==> src/rtl/pipe_hazard_ctrl.sv <==
// Pipeline hazard controller: resolves external stalls, branch flushes and
// load-use hazards into per-register hold/bubble controls plus a stall counter.
module pipe_hazard_ctrl #(
    parameter int unsigned NSTAGE    = 4,
    parameter int unsigned REGW      = 3,
    parameter int unsigned LU_CYCLES = 1
) (
    input  logic              clk,
    input  logic              rst,
    input  logic              fetch_stall,
    input  logic              mem_stall,
    input  logic              ex_memRead,
    input  logic [REGW-1:0]   ex_rd,
    input  logic [REGW-1:0]   id_rs,
    input  logic [REGW-1:0]   id_rt,
    input  logic              id_rs_valid,
    input  logic              id_rt_valid,
    input  logic              flush,
    input  logic              cnt_clr,
    output logic              pc_hold,
    output logic [NSTAGE-1:0] hold,
    output logic [NSTAGE-1:0] bubble,
    output logic              lu_busy,
    output logic [15:0]       stall_cnt
);

    localparam int unsigned LU_CNT_W  = 3;
    localparam int unsigned CNT_W     = 16;
    localparam logic [LU_CNT_W-1:0] LU_RELOAD = LU_CNT_W'(LU_CYCLES - 1);
    localparam logic                MULTI_LU  = (LU_CYCLES > 1);
    localparam logic [CNT_W-1:0]    CNT_MAX   = '1;

    typedef enum logic {
        ST_RUN     = 1'b0,
        ST_LU_WAIT = 1'b1
    } state_e;

    state_e              state_q, state_d;
    logic [LU_CNT_W-1:0] lu_cnt_q, lu_cnt_d;
    logic [CNT_W-1:0]    stall_cnt_q, stall_cnt_d;

    logic ext_stall;
    logic hazard;

    assign ext_stall = fetch_stall | mem_stall;
    assign hazard    = ex_memRead & ((id_rs_valid & (id_rs == ex_rd)) |
                                     (id_rt_valid & (id_rt == ex_rd)));

    // Prioritised hazard decode and load-use wait sequencing
    always_comb begin
        state_d  = state_q;
        lu_cnt_d = lu_cnt_q;
        pc_hold  = 1'b0;
        hold     = '0;
        bubble   = '0;
        if (rst) begin
            bubble = '1;
        end else if (ext_stall) begin
            // whole pipe frozen; the held EX stage re-presents flush/hazard later
            pc_hold = 1'b1;
            hold    = '1;
        end else if (flush) begin
            bubble[0] = 1'b1;
            bubble[1] = 1'b1;
            state_d   = ST_RUN;
            lu_cnt_d  = '0;
        end else if (hazard || (state_q == ST_LU_WAIT)) begin
            pc_hold   = 1'b1;
            hold[0]   = 1'b1;
            bubble[1] = 1'b1;
            if (state_q == ST_LU_WAIT) begin
                // remaining bubbles already committed; hazard not re-checked here
                if (lu_cnt_q <= LU_CNT_W'(1)) begin
                    state_d  = ST_RUN;
                    lu_cnt_d = '0;
                end else begin
                    lu_cnt_d = lu_cnt_q - LU_CNT_W'(1);
                end
            end else if (MULTI_LU) begin
                state_d  = ST_LU_WAIT;
                lu_cnt_d = LU_RELOAD;
            end
        end
    end

    // Saturating count of PC-hold cycles
    always_comb begin
        stall_cnt_d = stall_cnt_q;
        if (cnt_clr) begin
            stall_cnt_d = '0;
        end else if (pc_hold && (stall_cnt_q != CNT_MAX)) begin
            stall_cnt_d = stall_cnt_q + CNT_W'(1);
        end
    end

    // State registers with synchronous reset
    always_ff @(posedge clk) begin
        if (rst) begin
            state_q     <= ST_RUN;
            lu_cnt_q    <= '0;
            stall_cnt_q <= '0;
        end else begin
            state_q     <= state_d;
            lu_cnt_q    <= lu_cnt_d;
            stall_cnt_q <= stall_cnt_d;
        end
    end

    assign lu_busy   = (state_q == ST_LU_WAIT) & ~rst;
    assign stall_cnt = stall_cnt_q;

endmodule

==> config.mk <==
export PLATFORM = sky130hd
export DESIGN_NAME = pipe_hazard_ctrl
export DESIGN_NICKNAME = d
export VERILOG_FILES = /design/src/rtl/pipe_hazard_ctrl.sv
export SDC_FILE = /design/constraint.sdc
export NUM_CORES = 1
export LEC_CHECK = 0
export CAP_MARGIN = 20
export CORE_ASPECT_RATIO = 0.7
export CORE_MARGIN = 5
export CORE_UTILIZATION = 40
export CTS_CLUSTER_SIZE = 40
export DETAILED_ROUTE_END_ITERATION = 8
export GPL_ROUTABILITY_DRIVEN = 0
export GPL_TIMING_DRIVEN = 0
export PLACE_DENSITY_LB_ADDON = 0.12
export SYNTH_ARGS = -nofsm -noshare
export SYNTH_HDL_FRONTEND = slang
export SYNTH_SLANG_ARGS = --single-unit
==> constraint.sdc <==
create_clock -name clk -period 5.1 [get_ports clk]
set_clock_uncertainty 0.05 [all_clocks]
set_input_delay 0.51 -clock clk [delete_from_list [all_inputs] [get_ports clk]]
set_output_delay 0.51 -clock clk [all_outputs]
set_load 0.05 [all_outputs]
Yosys cells after proc, flatten, opt, wreduce, memory -nomap -nowiden
Index checks and enable logic that the tools add are counted.

word-level totals
  register bits after elaboration = 20
  latch bits = 0
  bits in writable memories = 0
  ROM bits = 0
  input bits = 18
  output and inout port bits = 26
  logic and storage cells = 43
  memories kept = 0

cells by class
  add/sub/neg operators = 2
  multiply operators = 0
  divide/modulo/power cells = 0
  magnitude comparators = 1
  eq/ne operators = 3
  shifts and indexed selects = 0
  multiplexer cells = 19
  bitwise gates (word level) = 8
  reduce and logical (&&, ||, !) cells = 7

operators with widths
  operator                                                                number
  16-bit by 1-bit adder with 16-bit output (second input constant)        1
  16-bit inequality test (second input constant)                          1
  3-bit two-way mux                                                       5
  1-bit two-way mux                                                       10
  3-bit == test                                                           2
  2-bit two-way mux                                                       3
  1-bit bitwise AND                                                       4
  4-bit two-way mux                                                       1
  2-bit nonzero test                                                      2
  3-bit by 1-bit <= comparator with 1-bit output (second input constant)  1
  3-bit AND reduction                                                     1
  3-bit by 1-bit subtractor with 3-bit output (second input constant)     1
  1-bit NOT                                                               2
  1-bit bitwise OR                                                        2
  2-bit AND reduction                                                     1
  2-bit OR reduction                                                      1
  1-bit logical AND                                                       1
  1-bit logical OR                                                        1

Logic depth before layout (Yosys ltp)
  word-level depth = 10
  mapped depth = 7
  depth with buffers taken out = 6

Least setup slack after synthesis
Ideal clock, no wire load.

  path kind = input -> output
  from = input rst
  to = output hold[0]
  arrival time = 2.547 ns
  required time = 4.540 ns
  setup slack = 1.993 ns
  stages = 7
  path buffers = 3
  cells stage by stage = buf_2 -> o21ba_2 -> nor2_1 -> o221a_1 -> buf_2 -> nor2_1 -> buf_4

on the way
  cells in the longest elaborated chain, start to end = 1

RTL lines
  what               RTL line  source
  start, declared    9         input logic rst,
  4-bit two-way mux  56        if (rst) begin
  end, declared      21        output logic [NSTAGE-1:0] hold,

No other way between the ends.

Worst setup path in the final report
Ends and elaborated chain as after synthesis.

==> impl.org <==
** Power and ir drop
- Leakage power figure :: 0.607 nW
- Clock power share :: 0.336
- The share of total power dissipated in combinational logic is 0.228.
- In this run the power spent charging and discharging nets is 0.000104 W.
- Of the total power, the share spent switching nets is 0.284.
- Sequential group share of total power :: 0.436
- Pwr Density :: 200 nW/um^2
- Int Power :: 0.000261 W
- The worst-case IR drop observed on VDD is 0.104 mV.

** Global routing
- Number of antenna violations at the first check in global routing :: 0
- Overall fraction of global-route tracks in use :: 0.159
- In the global route stage, met1 resource usage came out at 0.220.
- Remaining Overflow, GRT :: 0
- Met3 capacity usage during global routing :: 0.0505
- Maximum number of pins on one net before global-route repair :: 12
- Wire length of the first global-routing pass :: 5900 um
- Met2 capacity usage during global routing :: 0.240
- Vias in the first global route :: 1273
- The layer flagged by global routing as most heavily used is met2.

** Clock network
- Depth of the CTS H-tree :: 1
- For the worst-skew pair, the clock arrives at the later sink with an insertion delay of 0.26 ns.
- The tree is rooted in a sky130_fd_sc_hd__clkbuf_8.
- Number of post-CTS setup repair buffers :: 0
- In this run, post-CTS hold repair placed 0 buffers.
- In this run, post-CTS repair resized a total of 0 instances.
- Largest buffer count on any clock path :: 2
- Clock input transition at the sequential cells of the worst setup and hold paths :: 0.07 ns
- For this design, the sink count on the clock tree is 20.
- TritonCTS built the clock tree.
- In this run, CTS created clock tree buffers numbering 3.

** Route
- The pre-antenna-repair detailed-routing pass consisted of 4 iterations.
- For this block, the routed nets add up to 3670 um of wire.
- Count of antenna-violating nets left after detailed routing :: 0
- Count of vias placed by the detailed router :: 1360
- DR iter-0 viols :: 96
- For this run, design rule violations remaining after detail routing come to 0.
- DR vias/cell :: 5.71
- In the final routed layout, each cell accounts on average for 15.4 um.

** Synth
- Among all flip-flop cells after synthesis, the most frequent one is sky130_fd_sc_hd__dfxtp_1.
- Yosys printed 0 warnings.
- A synthesized cell averages 8.43 sq um.
- The synthesized design contains 0 enable-type register cells.
- The share of synthesized area in the top cell type comes to 0.310.
- Of the total synthesized cell area, the portion taken by full adders, half adders and majority gates is 0.0291.
- Sorting the synthesized cells by area gives the leading types as sky130_fd_sc_hd__dfxtp_1, sky130_fd_sc_hd__a21oi_1, sky130_fd_sc_hd__xnor2_1.
- Of the total synthesized cell area, the portion taken by AND, OR, NAND and NOR gates is 0.273.
- The synthesized design contains 20 register bits.
- Dominant combinational cell family by area after synthesis :: simple AND/OR/NAND/NOR gates
- Of the total synthesized cell area, the portion taken by XOR and XNOR cells is 0.0543.
- Synthesized cell area :: 1290 sq um
- Share of async-settable or async-resettable flops after synthesis :: 0
- Cell type contributing the most total cell area after synthesis :: sky130_fd_sc_hd__dfxtp_1
- Multiplexer fraction of the synthesized cell area :: 0.00776
- After technology mapping, the gate count stands at 153.
- Fraction of the mapped netlist area in compound gates :: 0.263
- Yosys mapped the design onto 51 distinct sky130hd cell types.
- Post-Syn Nets :: 174
- The share of the Yosys chip area taken by registers is 0.310.

** Timing
- Period utilization :: 0.732
- Setup repair after global routing left no endpoint under its margin.
- Summed negative setup slack over all endpoints :: 0 ns
- Transition time at the pin with the least slew margin :: 0.796 ns
- Final setup margin :: 1.37 ns
- Timing would allow up to 268 MHz.
- Post-route minimum period :: 3.73 ns
- The worst pin sits at a relative slew slack of 0.466.
- Endpoints failing hold :: 0
- Setup violations remaining at the end of the flow were counted as 0.
- Max Transition Viols Final :: 0

** Layout
- In the final layout, the share of cells above drive strength 1 is 0.145.
- The multi-input combinational cells in the finished layout cover a total of 808 sq um.
- The library cells used most frequently in the layout, excluding fill and tap cells, are sky130_fd_sc_hd__clkdlybuf4s50_1, sky130_fd_sc_hd__dfxtp_1, sky130_fd_sc_hd__a21oi_1.
- After the last flow step, the layout net total stands at 222.
- 0 antenna diodes ended up in the layout.
- Relative to the synthesized area, the layout overhead comes to 41.3%.
- Most common cell after layout, fill and taps aside :: sky130_fd_sc_hd__clkdlybuf4s50_1
- Area used by sequential logic in the layout :: 400 sq um
- The filler cells instantiated in the layout total 281.

** Critical path
- In this run the worst setup path begins at rst.
- Category of the worst setup path capture point :: primary output
- Data arrival at the endpoint of the critical path :: 3.17 ns
- Count of buffer and inverter cells on the critical path :: 5
- Launch instance of the worst register-to-register path :: stall_cnt[0]
- Capture point of the worst path :: hold[0]
- The number of cells on the worst reg-to-reg path is 6.
- Largest stage delay on the critical path :: 0.69 ns
- End of the worst register-to-register path :: stall_cnt[10]
- Top Family by Delay on Critical Path :: buffers and inverters
- The critical path runs through a total of 9 cells.
- The signal on the critical path passes through clkdlybuf4s50_1 > buf_2 > o21ba_2 > nor2_1 > o221a_1 > buf_2 > nor2_1 > buf_4 > clkdlybuf4s50_1.
- Category of the critical setup timing path :: primary input to primary output
- The worst setup path is launched from a primary input.
- The worst register-to-register path has a setup slack of 2.84 ns.
- Among all stages on the critical path, the largest delay is contributed by sky130_fd_sc_hd__clkdlybuf4s50_1.
- For the worst setup path, the data required time is 4.54 ns.
- CP max FO :: 10

** Die
- The initial utilization of the core area, before any placement, comes to 0.413.
- Die area :: 4480 sq um
- Measured along the y axis, the die boundary spans 57.5 um.
- Core outline area :: 3130 sq um
- 44 I/O pins were placed.
- In this run the core area contains 17 standard-cell rows.
- In this run the horizontal extent of the chip is 77.9 um.

** Placement
- During placement, the flow inserted port buffers numbering 43.
- OpenSTA, run right after detailed placement, puts the worst setup slack at 1.36 ns.
- Detailed placement ended at an HPWL of 2780 um.

** Run status
- Status :: completed

** Hold path
- The worst hold path belongs to the class flop to flop.
- The worst hold path begins at lu_cnt_q[1].

** Run
- Across the run, the number of max-cap violations was 0.
==> cell type report <==
type / instances / area share
multi-input combinational: 117 / 0.443
buffer: 9 / 0.0302
timing repair buffer: 43 / 0.236
inverter: 7 / 0.0144
clock buffer: 4 / 0.0302
sequential: 20 / 0.220
tap: 38 / 0.0261
==> worst reg2reg max path: cells and delay by family, from the launching register on <==
kind / cells / cell delay (ns)
AOI/OAI and AO/OA: 3 / 0.77
adders and majority gates: 1 / 0.30
DFF: 1 / 0.46
and+or+nand+nor: 2 / 0.56
==> how the worst min path moves through the flow <==
stage,cells past startpoint,slack (ns),endpoint
detailed placement,2,0.45,lu_cnt_q[1]
global placement,2,0.43,lu_cnt_q[1]
CTS,2,0.45,lu_cnt_q[1]
floorplan,2,0.42,lu_cnt_q[1]
global route,2,0.48,lu_cnt_q[1]
finish,2,0.45,lu_cnt_q[1]
==> power groups by stage <==
| stage | Sequential [W] | Combinational (W) | Clock, W |
|---|---|---|---|
| floorplan | 0.000164 | 0.0000484 | 0 |
| global placement | 0.000163 | 0.0000815 | 0 |
| detailed placement | 0.000163 | 0.0000832 | 0 |
| CTS | 0.000159 | 0.0000835 | 0.000124 |
| global route | 0.000159 | 0.0000892 | 0.000131 |
| finish | 0.000159 | 0.0000833 | 0.000123 |
==> stage by stage <==
| stage | std cells | util | instance area (sq um) | hold slack [ns] | power, W |
|---|---|---|---|---|---|
| after detailed placement | 234 | 0.565 | 1770 | 0.445 | 0.000246 |
| after global placement | 234 | 0.565 | 1770 | 0.429 | 0.000244 |
| final | 238 | 0.583 | 1820 | 0.455 | 0.000365 |
| after CTS | 238 | 0.583 | 1820 | 0.453 | 0.000366 |
| after floorplan | 153 | - | 1290 | 0.421 | 0.000212 |
| after global routing | 238 | 0.583 | 1820 | 0.483 | 0.000380 |
==> synth_stat cells, types with 2 or more instances <==
master	number
sky130_fd_sc_hd__a211oi_1	3
sky130_fd_sc_hd__buf_4	5
sky130_fd_sc_hd__o21ai_0	7
sky130_fd_sc_hd__nand4_1	7
sky130_fd_sc_hd__o41ai_1	2
sky130_fd_sc_hd__and4_1	2
sky130_fd_sc_hd__ha_1	3
sky130_fd_sc_hd__a211o_1	3
sky130_fd_sc_hd__inv_1	6
sky130_fd_sc_hd__o311ai_0	2
sky130_fd_sc_hd__and3_2	2
sky130_fd_sc_hd__or3_1	7
sky130_fd_sc_hd__a31o_2	3
sky130_fd_sc_hd__nand3_1	7
sky130_fd_sc_hd__nor2_1	9
sky130_fd_sc_hd__buf_2	2
sky130_fd_sc_hd__a21o_1	2
sky130_fd_sc_hd__dfxtp_1	20
sky130_fd_sc_hd__nand2_1	9
sky130_fd_sc_hd__clkbuf_1	2
sky130_fd_sc_hd__a21oi_1	14
sky130_fd_sc_hd__xnor2_1	7
==> registers in the layout (all words and copies together) (netlist names) <==
register   count
lu_cnt_q       3
stall_cnt     16
state_q        1
==> routing by layer <==
metal	up-vias	share of wire
met2	40	0.43
li1	672	-
met3	4	0.063
met1	644	0.50
met5	-	0
met4	0	0.0093
==> logic make-up after synthesis <==
kind of cell / count (synthesis)
buf+inv: 16
fa+ha+maj: 3
flops: 20
simple gates: 57
xor+xnor: 8
compound gates: 48
mux: 1
Power figures use the tool's default switching activity.
